File: src/rtl/rst_sequencer_pkg.sv
// Shared definitions for the reset sequencer: FSM encoding, default timing
// constants and a small width helper.
package rst_sequencer_pkg;

  typedef enum logic [1:0] {
    ST_SYNC    = 2'd0,
    ST_HOLD    = 2'd1,
    ST_RELEASE = 2'd2,
    ST_RUN     = 2'd3
  } state_e;

  localparam int DEF_NCH           = 4;
  localparam int DEF_SYNC_STAGES   = 2;
  localparam int DEF_ASSERT_CYCLES = 16;
  localparam int DEF_STAGE_CYCLES  = 8;

  function automatic int max2(input int a, input int b);
    return (a > b) ? a : b;
  endfunction

endpackage

File: src/rtl/rst_sequencer_sync.sv
// Reset-deassertion synchronizer: a chain of flops with D tied high,
// cleared asynchronously by the incoming reset.
module rst_sync #(
  parameter int STAGES = 2
) (
  input  logic i_clk,
  input  logic i_rst_n,
  output logic o_sync,
  output logic o_sync_nxt
);

  logic [STAGES-1:0] r_chain;

  always_ff @(posedge i_clk or negedge i_rst_n) begin
    if (!i_rst_n) r_chain <= '0;
    else          r_chain <= {r_chain[STAGES-2:0], 1'b1};
  end

  // o_sync_nxt is the value the output takes on the coming edge, letting the
  // FSM leave SYNC on the same edge the synchronizer output first reads 1.
  assign o_sync     = r_chain[STAGES-1];
  assign o_sync_nxt = r_chain[STAGES-2];

endmodule

File: src/rtl/rst_sequencer.sv
// Staged reset sequencer: synchronized deassertion, a fixed all-channel hold,
// then one release slot per channel, with software re-sequencing.
module rst_sequencer
  import rst_sequencer_pkg::*;
#(
  parameter int NCH           = DEF_NCH,
  parameter int SYNC_STAGES   = DEF_SYNC_STAGES,
  parameter int ASSERT_CYCLES = DEF_ASSERT_CYCLES,
  parameter int STAGE_CYCLES  = DEF_STAGE_CYCLES
) (
  input  logic                       Clk,
  input  logic                       Rst,
  input  logic                       SwRstReq,
  input  logic [NCH-1:0]             ChanEn,
  output logic [NCH-1:0]             RstOut,
  output logic                       Ready,
  output logic [$clog2(NCH+1)-1:0]   Stage
);

  localparam int SW = $clog2(NCH+1);
  localparam int CW = $clog2(max2(ASSERT_CYCLES, STAGE_CYCLES) + 1);

  state_e          r_state, w_state_nxt;
  logic [CW-1:0]   r_cnt, w_cnt_nxt;
  logic [NCH-1:0]  r_rel, w_rel_nxt;
  logic [SW-1:0]   w_stage_nxt;
  logic            w_sync, w_sync_nxt;

  rst_sync #(.STAGES(SYNC_STAGES)) u_sync (
    .i_clk      (Clk),
    .i_rst_n    (Rst),
    .o_sync     (w_sync),
    .o_sync_nxt (w_sync_nxt)
  );

  always_comb begin
    w_state_nxt = r_state;
    w_cnt_nxt   = r_cnt;
    w_rel_nxt   = r_rel;
    w_stage_nxt = Stage;
    case (r_state)
      ST_SYNC: begin
        if (w_sync || w_sync_nxt) begin
          w_state_nxt = ST_HOLD;
          w_cnt_nxt   = '0;
          w_rel_nxt   = '0;
          w_stage_nxt = '0;
        end
      end
      ST_HOLD: begin
        if (r_cnt == CW'(ASSERT_CYCLES - 1)) begin
          w_state_nxt  = ST_RELEASE;
          w_cnt_nxt    = '0;
          w_stage_nxt  = '0;
          w_rel_nxt[0] = 1'b1;
        end else begin
          w_cnt_nxt = r_cnt + CW'(1);
        end
      end
      ST_RELEASE: begin
        if (r_cnt == CW'(STAGE_CYCLES - 1)) begin
          w_cnt_nxt = '0;
          if (Stage == SW'(NCH - 1)) begin
            w_state_nxt = ST_RUN;
            w_stage_nxt = SW'(NCH);
          end else begin
            w_stage_nxt = Stage + SW'(1);
            // Flag is set on slot entry, so RstOut drops at the slot's first edge.
            for (int k = 0; k < NCH; k++)
              if (SW'(k) == Stage + SW'(1)) w_rel_nxt[k] = 1'b1;
          end
        end else begin
          w_cnt_nxt = r_cnt + CW'(1);
        end
      end
      ST_RUN: begin
        if (r_cnt != {CW{1'b1}}) w_cnt_nxt = r_cnt + CW'(1);
      end
      default: w_state_nxt = ST_SYNC;
    endcase
    if (SwRstReq && (r_state != ST_SYNC)) begin
      w_state_nxt = ST_HOLD;
      w_cnt_nxt   = '0;
      w_rel_nxt   = '0;
      w_stage_nxt = '0;
    end
  end

  always_ff @(posedge Clk or negedge Rst) begin
    if (!Rst) begin
      r_state <= ST_SYNC;
      r_cnt   <= '0;
      r_rel   <= '0;
      Stage   <= '0;
      RstOut  <= '1;
      Ready   <= 1'b0;
    end else begin
      r_state <= w_state_nxt;
      r_cnt   <= w_cnt_nxt;
      r_rel   <= w_rel_nxt;
      Stage   <= w_stage_nxt;
      RstOut  <= ~(w_rel_nxt & ChanEn);
      Ready   <= (w_state_nxt == ST_RUN);
    end
  end

endmodule

File: config.mk
export PLATFORM = sky130hd
export DESIGN_NAME = rst_sequencer
export DESIGN_NICKNAME = d
export VERILOG_FILES = /design/src/rtl/rst_sequencer_pkg.sv /design/src/rtl/rst_sequencer_sync.sv /design/src/rtl/rst_sequencer.sv
export SDC_FILE = /design/constraint.sdc
export NUM_CORES = 1
export LEC_CHECK = 0
export CAP_MARGIN = 5
export CORE_UTILIZATION = 65
export CTS_CLUSTER_SIZE = 16
export DETAILED_ROUTE_END_ITERATION = 12
export DONT_BUFFER_PORTS = 1
export GPL_TIMING_DRIVEN = 0
export PLACE_DENSITY = 0.81
export SLEW_MARGIN = 15
export SYNTH_ARGS = -nofsm -noshare
export SYNTH_HDL_FRONTEND = slang
export SYNTH_SLANG_ARGS = --single-unit
File: constraint.sdc
create_clock -name Clk -period 6.2 [get_ports Clk]
set_clock_uncertainty 0.1 [all_clocks]
set_input_delay 0.62 -clock Clk [delete_from_list [all_inputs] [get_ports Clk]]
set_output_delay 0.62 -clock Clk [all_outputs]
set_load 0.01 [all_outputs]
==> parameters.txt <==
Parameter                              Value

Worst setup path
  Slowest Stage Delay on Critical Path    0.40 ns
  Class of the most critical setup path    reg2reg
  Reg-to-Reg Start    r_cnt[0]
  Path depth of the worst reg2reg path    8
  WP data arrival    2.36 ns
  Max FO, Critical Path    5
  Endpoint of the lowest-slack register-to-register path    Stage[2]
  Cells along the critical path    ha_1 > nand3_1 > inv_1 > ha_1 > nor2b_1 > or2_2 > a31oi_4 > mux2_4
  CP Buf/Inv Count    1
  Standard cell with the maximum stage delay on the critical path    sky130_fd_sc_hd__dfrtp_1
  Critical path data required time    6.30 ns
  Register-to-register setup slack    3.94 ns
  CP Launch Type    flop
  Cell with the most instances on the worst path    sky130_fd_sc_hd__ha_1
  Worst path top cell family by delay    simple AND/OR/NAND/NOR gates
  Capturing element type of the critical path    flop

Logic synthesis
  Post-synthesis async set-or-reset flop share    100%
  Synth cell count leaders    17 x sky130_fd_sc_hd__dfrtp_1, 10 x sky130_fd_sc_hd__ha_1, 8 x sky130_fd_sc_hd__inv_1
  Post-Synthesis Mean Instance Area    about 11 um2
  Area share of the leading cell type in the synthesized netlist    roughly 37%
  Count leader, synth    sky130_fd_sc_hd__dfrtp_1
  Share of the yosys chip area belonging to registers    46.0%
  Cell area after technology mapping    1150 um2
  Number of distinct standard cells referenced by the synthesized netlist    43
  Library cell with the largest summed area after synthesis    sky130_fd_sc_hd__dfrtp_1
  Gate count after technology mapping    109
  Synth area leaders    sky130_fd_sc_hd__dfrtp_1 37%, sky130_fd_sc_hd__ha_1 11%, sky130_fd_sc_hd__dfstp_2 9.1%
  Synth warn    0
  Most used flip-flop cell after synthesis    sky130_fd_sc_hd__dfrtp_1
  Synthesized net count    126
  Post-synth EDFFs    0
  #FFs+latches synth    21

Status
  Outcome    complete, no violations

Floorplan
  Standard cell core area    1580 um2
  Die area    a little under 2000 um2
  Placement Rows    14
  Chip Height    44.1 um
  Starting density of the core    between 70% and 80%
  Die extent in x    44.1 um
  IO Count    15

Clock tree
  TritonCTS Sinks    21
  Clock latency reported for the late side of the worst-skew pair    0.30 ns
  Level count of the clock H-tree    1
  CTS Buffer Depth    2
  Number of clock buffers inserted by TritonCTS    3
  Resized Gates After CTS    0
  Post-CTS setup buffers    0
  CTS tree    done
  Worst-path clk slew    0.11 ns
  CTS Root Cell    sky130_fd_sc_hd__clkbuf_4

Timing
  Total count of max-transition violations in the final report    0
  Final worst path period share    approximately 36%
  Final period demand of the worst path    2.26 ns
  Highest attainable clock frequency    443 MHz
  Worst Max-Slew Pin Slew    0.757 ns
  Relative slew margins    49.4%
  Final setup vio count    0
  Number of hold violations in the final report    0
  Fin Setup TNS    0 ns
  Post-route worst hold slack    0.0604 ns
  RSZ-0062 raised after global routing    no

GRT
  GRT Total Usage    23.8%
  Via count of the first global-routing pass    769
  Wire length of the first global-routing pass    3320 um
  Maximum number of pins on one net before global-route repair    18
  Initial antenna violation count    0
  Total grt overflow    0

Placement
  Count of buffers inserted at the top-level ports    0
  Placer Congestion    between 0.8 and 0.9
  Number of instances in the placed design    about 130
  Dpl hpwl    1520 um

Flow run
  Max-cap violations    0

Power and ir drop
  LEAKAGE    0.538 nW
  Power consumption    0.000215 W
  Clock power share    28.8%
  Net switching power    0.0000458 W
  Net switching share of the total power    between 20% and 30%
  Peak supply drop    0.000170 V
  P per Cell Area    178 nW/um2
  Combinational cell fraction of total power    5.4%
  Cell-internal power    0.000169 W
  Sequential power share    65.8%

Route
  Post-detailed-routing wire length    2030 um
  Routed vias    804
  Count of unresolved DRC violations after routing    0
  1st-iter DRT viols    32
  Post-detailed-route via-to-cell ratio    around 6
  Post-route ant nets    0
  Average detailed-routed wire length per instance    15.6 um
  Detailed-router iteration count before antenna repair    9

Final layout
  Count of placed standard cells in the final layout, fillers left out    130
  Growth of design area from synthesis to finish    4.88%
  Net count, final    132
  Inserted Diodes    0
  Fraction of layout instances using a drive strength above 1    14.0%

Min path
  Class of the most critical hold timing path    in2async
==> cells by family after synthesis <==
kind of cell | synth area share, %
AOI/OAI and AO/OA | 16.9
adders and majority gates | 11.7
buffers and inverters | 4.12
DFF | 46.0
muxes | 4.01
other | 0.325
and+or+nand+nor | 16.9
==> what timing repair did <==
item	in CTS	in global routing
endpoints found under the setup margin	0	0
hold buffers	1	0
hold endpoints to repair	17	0
==> through the flow <==
step	cell area [um2]	worst slack (ns)	utilization, %
final	1210	3.94	76.7
after CTS	1210	3.95	76.7
after detailed placement	1170	3.96	74.4
after floorplan	1150	4.18	-
after global placement	1170	4.02	74.4
after global routing	1210	3.80	76.7
==> sequential cells by signal, summed over array words and instances (netlist names) <==
signal / count
Ready: 1
RstOut: 4
Stage: 3
r_cnt: 5
r_rel: 4
r_state: 2
u_sync.r_chain: 2
==> worst register-to-register path: stages (launching register included) <==
cell	delay, ns
sky130_fd_sc_hd__dfrtp_1	0.40
sky130_fd_sc_hd__ha_1	0.21
sky130_fd_sc_hd__nand3_1	0.14
sky130_fd_sc_hd__inv_1	0.11
sky130_fd_sc_hd__ha_1	0.26
sky130_fd_sc_hd__nor2b_1	0.08
sky130_fd_sc_hd__or2_2	0.30
sky130_fd_sc_hd__a31oi_4	0.24
sky130_fd_sc_hd__mux2_4	0.32
==> cells in the final DEF, fill, tap and decap left out, drive strengths merged <==
master,count
mux2i,2
a211o,1
o21ai,8
o41ai,1
ha,10
buf,2
conb,1
nor2,6
or4,2
clkinv,1
and4bb,2
a2bb2oi,2
and2,1
or2,3
a21boi,1
nand3,6
nor3,1
nand2,7
dfrtp,17
dfstp,4
inv,8
dlygate4sd3,1
nor4,1
or4b,1
a21o,1
o21bai,1
o2bb2ai,1
a22oi,1
a22o,2
nand2b,1
maj3,1
clkbuf,5
nor3b,1
nor2b,2
mux2,2
a31oi,2
a21oi,5
==> metal layers <==
layer / global-route usage (%) / routed length (um) / up-vias
met5: 0 / 0 / -
met2: 37.4 / 931 / 27
met3: 8.16 / 108 / 2
met1: 32.0 / 980 / 381
li1: - / - / 394
met4: 5.45 / 13 / 0
==> layout make-up <==
type,count,area (um2)
fill,103,367
timing repair buffer,1,10.0
multi-input combinational,76,576
tap,16,20.0
inverter,9,33.8
buffer,3,13.8
sequential,21,531
clock buffer,4,26.3
==> power by group through the flow <==
stage                     clock network, W    logic, W  registers (W)
after CTS                        0.0000642   0.0000118       0.000141
after detailed placement                 0  0.00000903       0.000144
final                            0.0000618   0.0000117       0.000141
after floorplan                          0  0.00000767       0.000143
after global placement                   0  0.00000878       0.000144
after global routing             0.0000686   0.0000133       0.000142
==> worst max-delay path by stage <==
| stage | from | to | slack (ns) | cells past startpoint |
|---|---|---|---|---|
| finish | r_cnt[0] | Stage[2] | 3.94 | 8 |
| floorplan | r_cnt[0] | Stage[2] | 4.18 | 8 |
| global placement | r_cnt[0] | Stage[2] | 4.02 | 8 |
| detailed placement | r_cnt[0] | Stage[2] | 3.96 | 8 |
| CTS | r_cnt[0] | Stage[2] | 3.95 | 8 |
| global route | r_cnt[0] | Stage[2] | 3.80 | 8 |
No activity file was read; power rests on OpenSTA's default activity.
